===== config.mk =====
export PLATFORM = sky130hd
export DESIGN_NAME = gate_output_trigger_queue
export DESIGN_NICKNAME = d
export VERILOG_FILES = /design/src/rtl/gate_output_trigger_queue.sv
export SDC_FILE = /design/constraint.sdc
export NUM_CORES = 1
export LEC_CHECK = 0
export ABC_AREA = 1
export CORE_MARGIN = 2
export CORE_UTILIZATION = 51
export CTS_CLUSTER_SIZE = 28
export DETAILED_ROUTE_END_ITERATION = 7
export PLACE_DENSITY = 0.75
export REMOVE_ABC_BUFFERS = 1
export SLEW_MARGIN = 0
export SYNTH_ARGS = -nofsm -noshare
export SYNTH_HDL_FRONTEND = slang
export SYNTH_SLANG_ARGS = --single-unit

===== constraint.sdc =====
create_clock -name clk -period 2.2 [get_ports clk]
set_input_delay 0.22 -clock clk [delete_from_list [all_inputs] [get_ports clk]]
set_output_delay 0.22 -clock clk [all_outputs]
set_load 0.02 [all_outputs]

===== src/rtl/gate_output_trigger_queue.sv =====
// Turns toggles on a gate result vector into a FIFO of gate indices, lowest index first.
// Optional pop counter output trig_count when GATE_TRIGGER_QUEUE_STATS_EN is defined.
module gate_output_trigger_queue #(
  parameter int unsigned GATE_COUNT = 8,
  parameter int unsigned DEPTH      = 4
) (
  input  logic                          clk,
  input  logic                          logic_reset,
  input  logic                          logic_flush,
  input  logic [GATE_COUNT-1:0]         gate_state,
  output logic                          trig_valid,
  input  logic                          trig_ready,
  output logic [$clog2(GATE_COUNT)-1:0] trig_idx,
  output logic                          coalesced,
  output logic                          busy
`ifdef GATE_TRIGGER_QUEUE_STATS_EN
  ,
  output logic [15:0]                   trig_count
`endif
);

  localparam int unsigned IDX_W = $clog2(GATE_COUNT);
  localparam int unsigned AW    = $clog2(DEPTH);
  localparam int unsigned PW    = AW + 1;

  typedef enum logic {
    ST_ARM = 1'b0,
    ST_RUN = 1'b1
  } state_t;

  state_t                r_state;
  logic [GATE_COUNT-1:0] r_prev;
  logic [GATE_COUNT-1:0] r_pending;
  logic [IDX_W-1:0]      r_mem [DEPTH];
  logic [PW-1:0]         r_wr_ptr;
  logic [PW-1:0]         r_rd_ptr;
  logic                  r_trig_valid;
  logic [IDX_W-1:0]      r_trig_idx;
  logic                  r_coalesced;
  logic                  r_busy;

  logic [GATE_COUNT-1:0] w_chg;
  logic [GATE_COUNT-1:0] w_sel;
  logic [GATE_COUNT-1:0] w_clr;
  logic [GATE_COUNT-1:0] w_pending_nxt;
  logic [IDX_W-1:0]      w_sel_idx;
  logic [IDX_W-1:0]      w_head_nxt;
  logic [PW-1:0]         w_wr_nxt;
  logic [PW-1:0]         w_rd_nxt;
  logic                  w_full;
  logic                  w_empty_nxt;
  logic                  w_pop;
  logic                  w_push;
  logic                  w_merge;

  // Lowest pending gate is the next one enqueued.
  always_comb begin
    w_sel_idx = '0;
    for (int i = GATE_COUNT - 1; i >= 0; i--) begin
      if (r_pending[i]) w_sel_idx = IDX_W'(i);
    end
  end

  always_comb begin
    w_chg  = (r_state == ST_RUN) ? (gate_state ^ r_prev) : '0;
    w_full = (r_wr_ptr[AW] != r_rd_ptr[AW]) &&
             (r_wr_ptr[AW-1:0] == r_rd_ptr[AW-1:0]);
    w_pop  = r_trig_valid & trig_ready;
    w_sel  = r_pending & (~r_pending + GATE_COUNT'(1));
    w_push = (|r_pending) & (~w_full | w_pop);
    w_clr  = w_push ? w_sel : '0;
    // A fresh toggle on the bit being enqueued is a new trigger, not a merge.
    w_pending_nxt = (r_pending & ~w_clr) | w_chg;
    w_merge       = |(w_chg & r_pending & ~w_clr);
    w_wr_nxt      = r_wr_ptr + PW'(w_push);
    w_rd_nxt      = r_rd_ptr + PW'(w_pop);
    w_empty_nxt   = (w_wr_nxt == w_rd_nxt);
  end

  // Next show-ahead head, bypassing the entry written this cycle.
  always_comb begin
    w_head_nxt = '0;
    if (!w_empty_nxt) begin
      if (w_push && (r_wr_ptr[AW-1:0] == w_rd_nxt[AW-1:0])) begin
        w_head_nxt = w_sel_idx;
      end else begin
        w_head_nxt = r_mem[w_rd_nxt[AW-1:0]];
      end
    end
  end

  always_ff @(posedge clk) begin
    if (w_push) r_mem[r_wr_ptr[AW-1:0]] <= w_sel_idx;
  end

  always_ff @(posedge clk or negedge logic_reset) begin
    if (!logic_reset) begin
      r_state      <= ST_ARM;
      r_prev       <= '0;
      r_pending    <= '0;
      r_wr_ptr     <= '0;
      r_rd_ptr     <= '0;
      r_trig_valid <= 1'b0;
      r_trig_idx   <= '0;
      r_coalesced  <= 1'b0;
      r_busy       <= 1'b0;
    end else if (logic_flush) begin
      r_state      <= ST_ARM;
      r_prev       <= gate_state;
      r_pending    <= '0;
      r_wr_ptr     <= '0;
      r_rd_ptr     <= '0;
      r_trig_valid <= 1'b0;
      r_trig_idx   <= '0;
      r_busy       <= 1'b0;
    end else begin
      case (r_state)
        ST_ARM:  r_state <= ST_RUN;
        ST_RUN:  r_state <= ST_RUN;
        default: r_state <= ST_ARM;
      endcase
      r_prev       <= gate_state;
      r_pending    <= w_pending_nxt;
      r_wr_ptr     <= w_wr_nxt;
      r_rd_ptr     <= w_rd_nxt;
      r_trig_valid <= ~w_empty_nxt;
      r_trig_idx   <= w_head_nxt;
      r_busy       <= (|w_pending_nxt) | ~w_empty_nxt;
      if (w_merge) r_coalesced <= 1'b1;
    end
  end

  assign trig_valid = r_trig_valid;
  assign trig_idx   = r_trig_idx;
  assign coalesced  = r_coalesced;
  assign busy       = r_busy;

`ifdef GATE_TRIGGER_QUEUE_STATS_EN
  logic [15:0] r_trig_count;

  // Saturating pop counter; only reset clears it.
  always_ff @(posedge clk or negedge logic_reset) begin
    if (!logic_reset) begin
      r_trig_count <= '0;
    end else if (w_pop && (r_trig_count != 16'hFFFF)) begin
      r_trig_count <= r_trig_count + 16'd1;
    end
  end

  assign trig_count = r_trig_count;
`endif

endmodule

==> results.toml <==
[synthesis]
yosysTopAreaCell = "dfrtp_1"
netlist.area_leader.share = 0.3507
ys_types = 25
synth-edff-count = 12
syn_inst = 241
synth_seq_area_share = 0.5248
synth-main-ff-cell = "dfrtp_1"
synthTopCellsByArea = "dfrtp_1 35%, edfxtp_1 17%, nand2_1 8.9%"
async_reset_ff_frac = 0.7073
netlist_area_um2 = 2069
yosysWarnings = 0
syn_area_per_cell_um2 = 8.587
synth_seq_cells = 41

[die]
dieArea_um2 = 4583
core_um2 = 3943
die_h_um = 67.70
die_w_um = 67.70
ios = 18
rows = 23
initial_core_util = 0.5249

[setup_path]
worst_ep_arrival_time_ps = 2300
setup.worst_path.start = "r_wr_ptr[0]"
critical_path.max_fanout = 4
worstSetupPathType = "flip-flop to flip-flop"
path_buf_inv = 2
ff2ff_setup_slack_ps = 80
cp_top_family = "simple AND/OR/NAND/NOR gates"
worstPathRequired_ps = 2380
start_kind = "flip-flop"
crit_chain = "inv_2 > nand2_1 > nand2_1 > nor2_2 > nand2_4 > nand2_4 > inv_2 > ha_4 > ha_4 > xor2_1 > a21oi_1 > nand3_2 > nor2_1 > nand3_1 > nor2_1 > nor2_1"
rr_worst_depth = 16
worst_path_largest_cell_delay_ps = 360
critPathCaptureType = "flip-flop"
worst-path-stages = 16
reg2reg_to = "busy"
cp_common_cell = "nor2_1"
slowest_stage = "dfrtp_1"
crit_path_end = "busy"
reg2reg_from = "r_wr_ptr[0]"

[sta]
maxSlewHeadroom = 0.7446
clock_skew_ps = 5.562
rsz0062_at_grt = "yes"
timing.final.crit_share = 0.9639
setup-violations-final = 0
tightest_slew_ps = 381.7
final.min_clock_period_ps = 2121
whs_ps = 314.4
drv_slew = 0
setup-tns-final_ps = 0
hold_viol = 0
fmax_mhz = 471.6

[final_layout]
fin_util = 0.6722
nets = 309
area_delta_synth_final_pct = 28.05
drive_above_1_share = 0.2279
finalInstanceArea_um2 = 2650
diodes = 0
fillers = 326

[grt]
antenna_found_initial = 0
grt_pass1_vias = 1581
grtUsageTotal = 0.2105
grt_max_degree = 30
gr-total-overflow = 0
grt_pass1_wl_um = 6948

[detailed_routing]
ant_nets = 0
routedWlPerCell_um = 12.65
dr.pass1.iters = 4
initialDrtViolationCount = 82
drcViolationCount = 0
vias_per_cell = 4.837
vias = 1664
wl_um = 4352

[placed_design]
routabilityCongestion = 0.8602
port_buffers = 17
post_dp_cell_area_um2 = 2496
hpwl_um = 3264

[pwr]
max-vdd-ir-drop_mv = 0.4804
leakage_nw = 1.298
power_density_nw_per_um2 = 928.5
total_power_w = 0.002461

[clock_network]
cts_root_buf = "clkbuf_8"
cts_buffer_depth = 2
worstSkewPairLatency_ps = 290
cts_buffers = 5
cts_hold_buf = 0
cts_tree = "done"
cts.sinks = 41
path_clk_slew_ps = 70
cts_htree_levels = 2

[status]
run_status = "completed"

[flow_run]
cap_violations = 0

[hold_path]
hold_path.class = "primary input to asynchronous set/reset pin"
-- layout make-up --
type | instances | area, um2 | area share
inverters | 34 | 127.6 | 0.04816
clock buffers | 5 | 68.82 | 0.02597
well taps | 50 | 62.56 | 0.02361
flip-flops and latches | 41 | 1086 | 0.4098
repair buffers | 47 | 395.4 | 0.1492
clock inverters | 3 | 17.52 | 0.006610
multi-input cells | 164 | 892.1 | 0.3366
-- metrics by stage --
step	setup slack, ps	instances
CTS	4.437	342
finish	79.42	344
floorplan	13.11	239
global route	-88.19	344
global placement	-112.9	333
detailed placement	-203.6	333
-- synth_stat cells, types with 4 or more instances --
cell	count
nor2_4	5
inv_2	5
nand2_4	4
xor2_1	5
nor2_1	39
a21oi_1	14
inv_1	29
nor3_1	10
nand3_1	13
dfrtp_1	29
o21ai_0	5
ha_1	4
o21ai_1	4
edfxtp_1	12
nand2_1	49
-- cell usage in the layout, fill, tap and decap left out, drive strengths merged --
cell type      netlist  routed
or2                  1       1
nor2                46      46
nand3               13      13
nand2               56      56
and2                 1       1
a21oi               14      14
o221ai               1       1
ha                   4       4
edfxtp              12      12
buf                  1      30
o21ai                9       9
nor3                10      10
clkinvlp             0       1
clkdlybuf4s50        0      17
dfrtp               29      29
a22o                 1       1
clkbuf               1       5
clkinv               0       2
xnor2                2       2
inv                 34      34
xor2                 5       5
a31oi                1       1
-- worst min-delay path by stage --
stage           startpoint     endpoint  slack [ps]  cells after the start
2_1_floorplan  logic_reset         busy         -80                      0
3_3_place_gp     coalesced    coalesced         450                      2
3_5_place_dp     coalesced    coalesced         450                      2
4_1_cts        logic_reset  r_rd_ptr[1]         330                      2
5_1_grt        logic_reset  r_rd_ptr[1]         360                      2
6_report       logic_reset  r_rd_ptr[0]         310                      2
-- timing repair --
action / CTS / global route
hold endpoints to repair: 0 / 0
endpoints found under the setup margin: 3 / 4
buffers inserted: 1 / 2
pin swaps: 3 / 7
resized for setup: 2 / 8
-- power breakdown --
group          internal [W]  total (W)  switching [W]  leakage (nW)
Sequential         0.000919   0.000974      0.0000550         0.477
Combinational      0.000450    0.00101       0.000560         0.777
Clock              0.000219   0.000477       0.000258        0.0439
-- layer usage --
metal / vias to the layer above / track usage / share of wire
li1: 868 / - / -
met1: 753 / 0.2454 / 0.42
met2: 36 / 0.3738 / 0.52
met3: 7 / 0.04500 / 0.043
met4: 0 / 0.08418 / 0.013
met5: - / 0 / 0
-- state kept, by name (all words and copies together) (netlist names) --
signal and flops:
r_wr_ptr 3, trig_idx 3, coalesced 1, busy 1, r_state 1, r_pending 8
r_prev 8, r_mem 12, r_rd_ptr 3, trig_valid 1
-- logic make-up after synthesis --
family / Yosys count / synth area share
compound gates: 26 / 0.07013
flops: 41 / 0.5248
xor+xnor: 7 / 0.02963
simple gates: 127 / 0.2854
buf+inv: 36 / 0.06590
fa+ha+maj: 4 / 0.02418
(Power assumes the default switching activity.)
